**src/rtl/instr_mem_loader.sv**
```systemverilog
// Boot-time instruction memory loader: packs a byte stream two bytes per word,
// writes consecutive addresses from 0, and releases the core hold once the load completes.
module instr_mem_loader #(
  parameter int ADDR_WIDTH = 10,
  parameter int DATA_WIDTH = 9,
  parameter int MEM_DEPTH  = 1024
) (
  input  logic                  clk,
  input  logic                  reset,
  input  logic                  start,
  input  logic [ADDR_WIDTH:0]   len,
  input  logic                  in_valid,
  input  logic [7:0]            in_data,
  output logic                  in_ready,
  output logic                  wr_en,
  output logic [ADDR_WIDTH-1:0] wr_addr,
  output logic [DATA_WIDTH-1:0] wr_data,
  output logic                  busy,
  output logic                  done,
  output logic                  error,
  output logic                  core_hold
);

  typedef enum logic [2:0] {
    IDLE = 3'd0,
    LO   = 3'd1,
    HI   = 3'd2,
    WR   = 3'd3,
    FIN  = 3'd4
  } state_t;

  localparam logic [ADDR_WIDTH:0]   DEPTH_W  = (ADDR_WIDTH+1)'(MEM_DEPTH);
  localparam logic [ADDR_WIDTH:0]   LEN_ONE  = (ADDR_WIDTH+1)'(1);
  localparam logic [ADDR_WIDTH:0]   LEN_ZERO = {(ADDR_WIDTH+1){1'b0}};
  localparam logic [ADDR_WIDTH-1:0] CNT_ONE  = ADDR_WIDTH'(1);
  localparam logic [ADDR_WIDTH-1:0] CNT_ZERO = {ADDR_WIDTH{1'b0}};

  // High-byte bits above the instruction width must be zero; none exist at width 16.
  function automatic logic hi_unused_set(input logic [7:0] b);
    logic [7:0] mask;
    mask = 8'hFF << (DATA_WIDTH - 8);
    return |(b & mask);
  endfunction

  state_t                  state_r, state_s;
  logic [ADDR_WIDTH:0]     len_r, len_s;
  logic [ADDR_WIDTH-1:0]   count_r, count_s;
  logic [7:0]              lo_byte_r, lo_byte_s;
  logic                    wr_en_r, wr_en_s;
  logic [ADDR_WIDTH-1:0]   wr_addr_r, wr_addr_s;
  logic [DATA_WIDTH-1:0]   wr_data_r, wr_data_s;
  logic                    done_r, done_s;
  logic                    error_r, error_s;
  logic                    hold_r, hold_s;
  logic                    in_ready_r, in_ready_s;
  logic                    busy_r, busy_s;
  logic                    len_ok_s;
  logic                    last_s;

  assign len_ok_s = (len != LEN_ZERO) && (len <= DEPTH_W);
  assign last_s   = ({1'b0, count_r} == (len_r - LEN_ONE));

  // Next-state and next-output decode for the load sequencer.
  always_comb begin
    state_s   = state_r;
    len_s     = len_r;
    count_s   = count_r;
    lo_byte_s = lo_byte_r;
    wr_en_s   = 1'b0;
    wr_addr_s = wr_addr_r;
    wr_data_s = wr_data_r;
    error_s   = error_r;
    hold_s    = hold_r;
    case (state_r)
      IDLE: begin
        if (start && len_ok_s) begin
          len_s   = len;
          count_s = CNT_ZERO;
          error_s = 1'b0;
          hold_s  = 1'b1;
          state_s = LO;
        end else if (start) begin
          error_s = 1'b1;
        end else begin
          state_s = IDLE;
        end
      end
      LO: begin
        if (in_valid) begin
          lo_byte_s = in_data;
          state_s   = HI;
        end else begin
          state_s = LO;
        end
      end
      HI: begin
        if (in_valid && hi_unused_set(in_data)) begin
          error_s = 1'b1;
          state_s = IDLE;
        end else if (in_valid) begin
          wr_en_s   = 1'b1;
          wr_addr_s = count_r;
          wr_data_s = DATA_WIDTH'({in_data, lo_byte_r});
          state_s   = WR;
        end else begin
          state_s = HI;
        end
      end
      WR: begin
        if (last_s) begin
          hold_s  = 1'b0;
          state_s = FIN;
        end else begin
          count_s = count_r + CNT_ONE;
          state_s = LO;
        end
      end
      FIN: begin
        state_s = IDLE;
      end
      default: begin
        state_s = IDLE;
      end
    endcase
    done_s     = (state_s == FIN);
    in_ready_s = (state_s == LO) || (state_s == HI);
    busy_s     = (state_s != IDLE);
  end

  // State and output registers with synchronous reset.
  always_ff @(posedge clk) begin
    if (reset) begin
      state_r    <= IDLE;
      len_r      <= LEN_ZERO;
      count_r    <= CNT_ZERO;
      lo_byte_r  <= 8'h00;
      wr_en_r    <= 1'b0;
      wr_addr_r  <= CNT_ZERO;
      wr_data_r  <= {DATA_WIDTH{1'b0}};
      done_r     <= 1'b0;
      error_r    <= 1'b0;
      hold_r     <= 1'b1;
      in_ready_r <= 1'b0;
      busy_r     <= 1'b0;
    end else begin
      state_r    <= state_s;
      len_r      <= len_s;
      count_r    <= count_s;
      lo_byte_r  <= lo_byte_s;
      wr_en_r    <= wr_en_s;
      wr_addr_r  <= wr_addr_s;
      wr_data_r  <= wr_data_s;
      done_r     <= done_s;
      error_r    <= error_s;
      hold_r     <= hold_s;
      in_ready_r <= in_ready_s;
      busy_r     <= busy_s;
    end
  end

  assign in_ready  = in_ready_r;
  assign wr_en     = wr_en_r;
  assign wr_addr   = wr_addr_r;
  assign wr_data   = wr_data_r;
  assign busy      = busy_r;
  assign done      = done_r;
  assign error     = error_r;
  assign core_hold = hold_r;

endmodule
```
**config.mk**
```make
export PLATFORM = sky130hd
export DESIGN_NAME = instr_mem_loader
export DESIGN_NICKNAME = d
export VERILOG_FILES = /design/src/rtl/instr_mem_loader.sv
export SDC_FILE = /design/constraint.sdc
export NUM_CORES = 1
export LEC_CHECK = 0
export CORE_UTILIZATION = 36
export CTS_CLUSTER_SIZE = 28
export DETAILED_ROUTE_END_ITERATION = 10
export MAX_ROUTING_LAYER = met4
export SLEW_MARGIN = 20
export SYNTH_ARGS = -nofsm -noshare
export SYNTH_HDL_FRONTEND = slang
export SYNTH_SLANG_ARGS = --single-unit
```
**constraint.sdc**
```tcl
create_clock -name clk -period 5.2 [get_ports clk]
set_clock_uncertainty 0.05 [all_clocks]
set_input_delay 1.3 -clock clk [delete_from_list [all_inputs] [get_ports clk]]
set_output_delay 1.3 -clock clk [all_outputs]
set_load 0.1 [all_outputs]
```
==> impl_metrics.py, run 1 <==
metrics = {
    "timing": {
        "grt_setup_unrepaired": "no",
        "slew_viol_final": 0,
        "tns_ns": 0,
        "max_freq_mhz": 297.4,
        "max_slew_margin_pct": 33.12,
        "tightestPinTransition_ns": 1.000,
        "min_period_ns": 3.362,
        "hold_slack_ns": 0.4051,
        "hold_viol": 0,
        "min_period_over_period_pct": 64.66,
        "setup_viol": 0,
    },
    "clock_network": {
        "cts_buffers": 9,
        "cts_resized": 0,
        "clock_latency_ns": 0.33,
        "clock-sinks": 57,
        "path_clk_slew_ns": 0.07,
        "h-tree-depth": 3,
        "holdBufCountCts": 0,
        "clockBufferDepth": 2,
        "post_cts_buffers": 0,
        "tritoncts": "built",
        "cts_root_buf": "clkbuf_8",
    },
    "logic_synthesis": {
        "ys_seq_area_share_pct": 42.70,
        "synth_ff_type": "dfxtp_1",
        "ys_ff_latch": 57,
        "synth_edf_count": 0,
        "syn-num-nets": 343,
        "syn_area_um2": 2673,
        "netlist_top_cells_area": "dfxtp_1, mux2i_1, nand2_1",
        "synth_top_area_share_pct": 42.70,
        "synth.distinct_cells": 45,
        "async_reset_ff_share_pct": 0,
        "syn_avg_cell_area_um2": 8.404,
        "synthCells": 318,
        "synth_top_area_cell": "dfxtp_1",
        "ys_warn_count": 0,
    },
    "finish": {
        "diodes": 0,
        "areaGrowthSynthToFinish_pct": 26.64,
        "drive_above_1_share_pct": 7.735,
        "num-nets-final": 382,
    },
    "grt": {
        "grt-ovfl-total": 0,
        "grt_antenna_before_repair": 0,
        "grt_pass1_wl_mm": 10.09,
        "grt_max_degree": 33,
        "grtUsageTotal_pct": 17.97,
        "grt_pass1_vias": 2097,
    },
    "place": {
        "place_hpwl_mm": 4.425,
        "gp_congestion": 0.7638,
        "numPortBuffers": 47,
    },
    "drt": {
        "routedWlPerCell_um": 13.47,
        "ant_nets": 0,
        "viasPerCell": 4.876,
        "first_pass_iters": 4,
        "first_iter_violations": 143,
        "drt_wl_total_mm": 6.211,
        "drc": 0,
        "dr_total_vias": 2248,
    },
    "power_and_ir_drop": {
        "clockPowerShare_pct": 41.8,
        "p_int_mw": 0.7264,
        "comb_power_share_pct": 11.4,
        "power_density_nw_per_um2": 288.3,
        "seqPwrFrac_pct": 46.8,
        "power.static_leakage_nw": 1.174,
        "ir_worst_vdd_mv": 0.1376,
        "swShare_pct": 25.56,
        "p_switching_mw": 0.2494,
    },
    "floorplanning": {
        "die_area_um2": 7772,
        "num_io_pins": 48,
        "start_util_pct": 37.04,
        "core_area_um2": 7214,
        "num_rows": 31,
        "die_width_um": 88.16,
        "die_y_um": 88.16,
    },
    "worst_hold_path": {
        "hp-class": "reg -> reg",
        "worstHoldStart": "wr_addr[8]$_SDFFE_PP0P_",
    },
    "worst_setup_path": {
        "cp_data_required_time_ns": 5.41,
        "critPathLaunch": "len[1]",
        "crit_path_end_kind": "flip-flop",
        "critPathMaxFanout": 19,
        "path_cells": "clkdlybuf4s50_1, nor4_1, nand3_1, xor2_1, and2_1, or2_2, o21bai_1",
        "cp-start-kind": "input port",
        "crit_type": "in -> reg",
        "cpMaxStageDelayCell": "and2_1",
        "critPathArrivalTime_ns": 3.57,
        "r2r-start": "len_r[3]$_SDFFE_PP0P_",
        "critical_path.max_stage_delay_ns": 0.74,
    },
    "run": {
        "max-cap-violations": 0,
    },
    "status": {
        "status": "finished, final reports clean",
    },
}
## registers in the layout, indices dropped and copies added, names as in the netlist
register   flops
len_r         11
count_r       10
wr_addr       10
wr_data        9
lo_byte_r      8
state_r        3
busy           1
core_hold      1
done           1
error          1
in_ready       1
wr_en          1
## logic make-up (layout without fill, tap and decap cells)
kind of cell             Yosys count  count (layout)  share of synthesized area [%]
buffers and inverters             27              71                          4.354
AND/OR/NAND/NOR                  144             144                          26.26
adder cells (fa/ha/maj)            2               2                         0.9362
XOR/XNOR                          13              13                          4.260
AO/OA/AOI/OAI                     54              54                          13.58
multiplexers                      21              21                          7.912
flip-flops                        57              57                          42.70
## worst max-delay path, delay by kind of cell
kind / cells / cell delay, ns
XOR/XNOR: 1 / 0.18
buffers and inverters: 1 / 0.44
AO/OA/AOI/OAI: 1 / 0.13
AND/OR/NAND/NOR: 4 / 1.53
## final cells by class
type / count / area, um^2
Inverter: 6 / 22.52
Sequential cell: 57 / 1141
Multi-Input combinational cell: 234 / 1415
Tap cell: 99 / 123.9
Fill cell: 733 / 3830
Clock buffer: 11 / 141.4
Timing Repair Buffer: 49 / 485.5
Clock inverter: 5 / 55.05
## synthesized netlist by cell type (all sizes together) (3+ instances only)
master   instances
a2111oi          4
a211oi           3
a21oi           30
and2             3
and3             5
buf              4
clkbuf          17
dfxtp           57
inv              6
mux2i           20
nand2           47
nand2b           9
nand3            5
nand4            4
nor2            39
nor2b            4
nor3             9
nor3b            3
nor4             8
o21ai            5
o21bai           3
or2              3
xnor2            6
xor2             7
## path summary, 6_finish.rpt
check / slack [ns] / endpoint / cells after the start
setup / recovery: 1.84 / core_hold$_SDFFE_PP1P_ / 7
hold / removal: 0.41 / wr_addr[8]$_SDFFE_PP0P_ / 2
setup reg to reg: 2.33 / count_r[1]$_SDFFE_PP0P_ / 7
hold reg to reg: 0.41 / wr_addr[8]$_SDFFE_PP0P_ / 2
## layer usage
| layer | wire length, um | vias to the layer above | GRT usage (%) |
|---|---|---|---|
| met1 | 2974 | 1029 | 21.45 |
| met2 | 2915 | 36 | 27.83 |
| li1 | - | 1172 | - |
| met5 | 0 | - | - |
| met4 | 121 | 0 | 9.677 |
| met3 | 201 | 11 | 4.336 |
## stage by stage
step	area (um^2)	power (mW)	worst slack [ns]	cells	utilization, %
2_1_floorplan	2673	0.5400	2.091	318	-
3_3_place_gp	3188	0.5760	1.493	445	44.19
3_5_place_dp	3188	0.5771	1.482	445	44.19
4_1_cts	3385	0.9850	1.821	461	46.91
5_1_grt	3385	1.013	1.678	461	46.91
6_report	3385	0.9758	1.838	461	46.91
## cells in the final DEF (no fill, tap or decap), types with 4 or more instances in the layout
cell type / count
a21oi_1: 29
and3_1: 5
clkbuf_8: 10
clkdlybuf4s50_1: 47
dfxtp_1: 57
inv_1: 6
mux2i_1: 20
nand2_1: 47
nand2b_1: 9
nand3_1: 5
nand4_1: 4
nor2_1: 39
nor2b_1: 4
nor3_1: 8
nor4_1: 7
o21ai_0: 5
xnor2_1: 6
xor2_1: 7
## power groups by stage
stage / logic (mW) / registers, mW / clock network [mW]
floorplan: 0.0647 / 0.475 / 0
global placement: 0.110 / 0.466 / 0
detailed placement: 0.111 / 0.466 / 0
CTS: 0.112 / 0.456 / 0.417
global route: 0.120 / 0.458 / 0.435
finish: 0.111 / 0.457 / 0.408
(Power assumes the default switching activity.)
==> inputs of run 2 (changes only) <==
- clock period: 5.2 -> 3.3 ns (I/O delays scaled with it)
==> run 2 against run 1 <==
Net effect: count of clock-buffer cells in the layout rose by 1; wire length fell by 0.37%; largest cell class unchanged; combinational power rose by 59%; final cell count rose by 1.1%.
==> impl_metrics.py, run 2 (synthesized netlist as in run 1, its figures left out) <==
metrics = {
    "clock_network": {
        "post_cts_buffers": 0,
        "clock_latency_ns": 0.34,
        "clockBufferDepth": 2,
        "path_clk_slew_ns": 0.06,
        "cts_resized": 0,
        "clock-sinks": 57,
        "tritoncts": "built",
        "holdBufCountCts": 0,
        "cts_buffers": 9,
        "h-tree-depth": 3,
        "cts_root_buf": "clkbuf_8",
    },
    "worst_setup_path": {
        "worst-r2r-cell-count": 7,
        "r2r-start": "len_r[3]$_SDFFE_PP0P_",
        "cp_data_required_time_ns": 3.52,
        "path_cells": "or4_4, nor4_4, a211oi_2, a2111oi_4, a21oi_2, or3b_1, a21oi_1",
        "reg2reg_to": "count_r[1]$_SDFFE_PP0P_",
        "r2r_slack_ns": 0.53,
        "cpMaxStageDelayCell": "or4_4",
        "crit_path_end_kind": "flip-flop",
        "critPathMaxFanout": 13,
        "cp-start-kind": "flip-flop",
        "critical_path.max_stage_delay_ns": 0.59,
        "critPathArrivalTime_ns": 2.99,
        "crit_type": "reg -> reg",
    },
    "floorplanning": {
        "num_rows": 31,
        "start_util_pct": 37.04,
        "die_width_um": 88.16,
        "num_io_pins": 48,
        "core_area_um2": 7214,
        "die_area_um2": 7772,
        "die_y_um": 88.16,
    },
    "timing": {
        "max_freq_mhz": 361.1,
        "tns_ns": 0,
        "hold_viol": 0,
        "tightestPinTransition_ns": 0.6233,
        "max_slew_margin_pct": 57.38,
        "hold_slack_ns": 0.4022,
        "setup_viol": 0,
        "min_period_over_period_pct": 83.93,
        "slew_viol_final": 0,
        "min_period_ns": 2.770,
        "grt_setup_unrepaired": "no",
    },
    "grt": {
        "grt_antenna_before_repair": 0,
        "grt_pass1_vias": 2132,
        "grt_pass1_wl_mm": 10.32,
        "grt_max_degree": 29,
        "grt-ovfl-total": 0,
        "grtUsageTotal_pct": 18.39,
    },
    "finish": {
        "final_common_cell": "dfxtp_1",
        "largest_reg_flops": 11,
        "drive_above_1_share_pct": 15.80,
        "regMostFlops": "len_r",
        "final_cell_mix": "dfxtp_1, nand2_1, nor2_1",
        "num-nets-final": 387,
        "n_fill_cell": 716,
        "areaGrowthSynthToFinish_pct": 26.08,
        "diodes": 0,
    },
    "drt": {
        "dr_total_vias": 2260,
        "ant_nets": 0,
        "drc": 0,
        "drt_wl_total_mm": 6.188,
        "first_iter_violations": 119,
        "routedWlPerCell_um": 13.28,
        "viasPerCell": 4.850,
        "first_pass_iters": 4,
    },
    "worst_hold_path": {
        "worstHoldStart": "lo_byte_r[3]$_SDFFE_PP0P_",
        "hold_depth": 2,
        "hp-class": "reg -> reg",
        "whs_endpoint": "wr_data[3]$_SDFFE_PP0P_",
    },
    "power_and_ir_drop": {
        "power.static_leakage_nw": 1.255,
        "power_density_nw_per_um2": 465.5,
        "p_total_mw": 1.568,
        "ir_worst_vdd_mv": 0.2660,
    },
    "run": {
        "max-cap-violations": 0,
    },
    "place": {
        "gp_congestion": 0.8230,
        "place_hpwl_mm": 4.511,
        "numPortBuffers": 47,
    },
    "status": {
        "status": "finished, final reports clean",
    },
}
-- run 2: cell count changes in the layout (fill, tap and decap cells not counted), sizes merged --
cell / change
buf: +30
clkbuf: +1
clkdlybuf4s50: -25
clkinvlp: -1
-- run 2: worst max path at each step --
stage	startpoint	endpoint	slack [ns]	depth (start not counted)
2_1_floorplan	len[5]	len_r[0]$_SDFFE_PP0P_	0.67	8
3_3_place_gp	len[5]	core_hold$_SDFFE_PP1P_	0.44	8
3_5_place_dp	len[1]	core_hold$_SDFFE_PP1P_	0.36	8
4_1_cts	len_r[3]$_SDFFE_PP0P_	count_r[1]$_SDFFE_PP0P_	0.52	7
5_1_grt	len_r[3]$_SDFFE_PP0P_	count_r[1]$_SDFFE_PP0P_	0.35	7
6_report	len_r[3]$_SDFFE_PP0P_	count_r[1]$_SDFFE_PP0P_	0.53	7
-- run 2: layout make-up --
type / count / area (um^2) / area share (%)
Multi-Input combinational cell: 234 / 1415 / 42.00
Sequential cell: 57 / 1141 / 33.87
Timing Repair Buffer: 54 / 460.4 / 13.67
Clock buffer: 12 / 155.1 / 4.605
Tap cell: 99 / 123.9 / 3.676
Clock inverter: 4 / 51.30 / 1.522
Inverter: 6 / 22.52 / 0.6684
-- run 2: critical path, delay by kind of cell, from the launching register on --
| kind | cells | cell delay, ns |
|---|---|---|
| flip-flops | 1 | 0.40 |
| AND/OR/NAND/NOR | 3 | 1.26 |
| AO/OA/AOI/OAI | 4 | 0.99 |
-- run 2: per-layer routing --
layer	up-vias	global-route usage (%)	part of all wire, %	wire length (um)
li1	1185	-	-	-
met5	-	-	0	0
met2	47	26.78	46	2845
met3	13	4.524	3.9	239
met4	0	9.091	2.0	123
met1	1015	23.60	48	2980
-- run 2: through the flow --
stage	cell area [um^2]	util [%]	setup slack, ns	instances
floorplan	2673	-	0.6665	318
global placement	3163	43.84	0.4354	450
detailed placement	3163	43.84	0.3643	450
CTS	3369	46.70	0.5184	466
global route	3369	46.70	0.3486	466
finish	3369	46.70	0.5304	466
-- run 2: where the power goes --
group          internal (mW)  total (mW)  switching, mW  leakage, nW
clock network          0.390       0.671          0.282        0.103
logic                 0.0779       0.177         0.0991        0.691
registers              0.702       0.720         0.0179        0.461
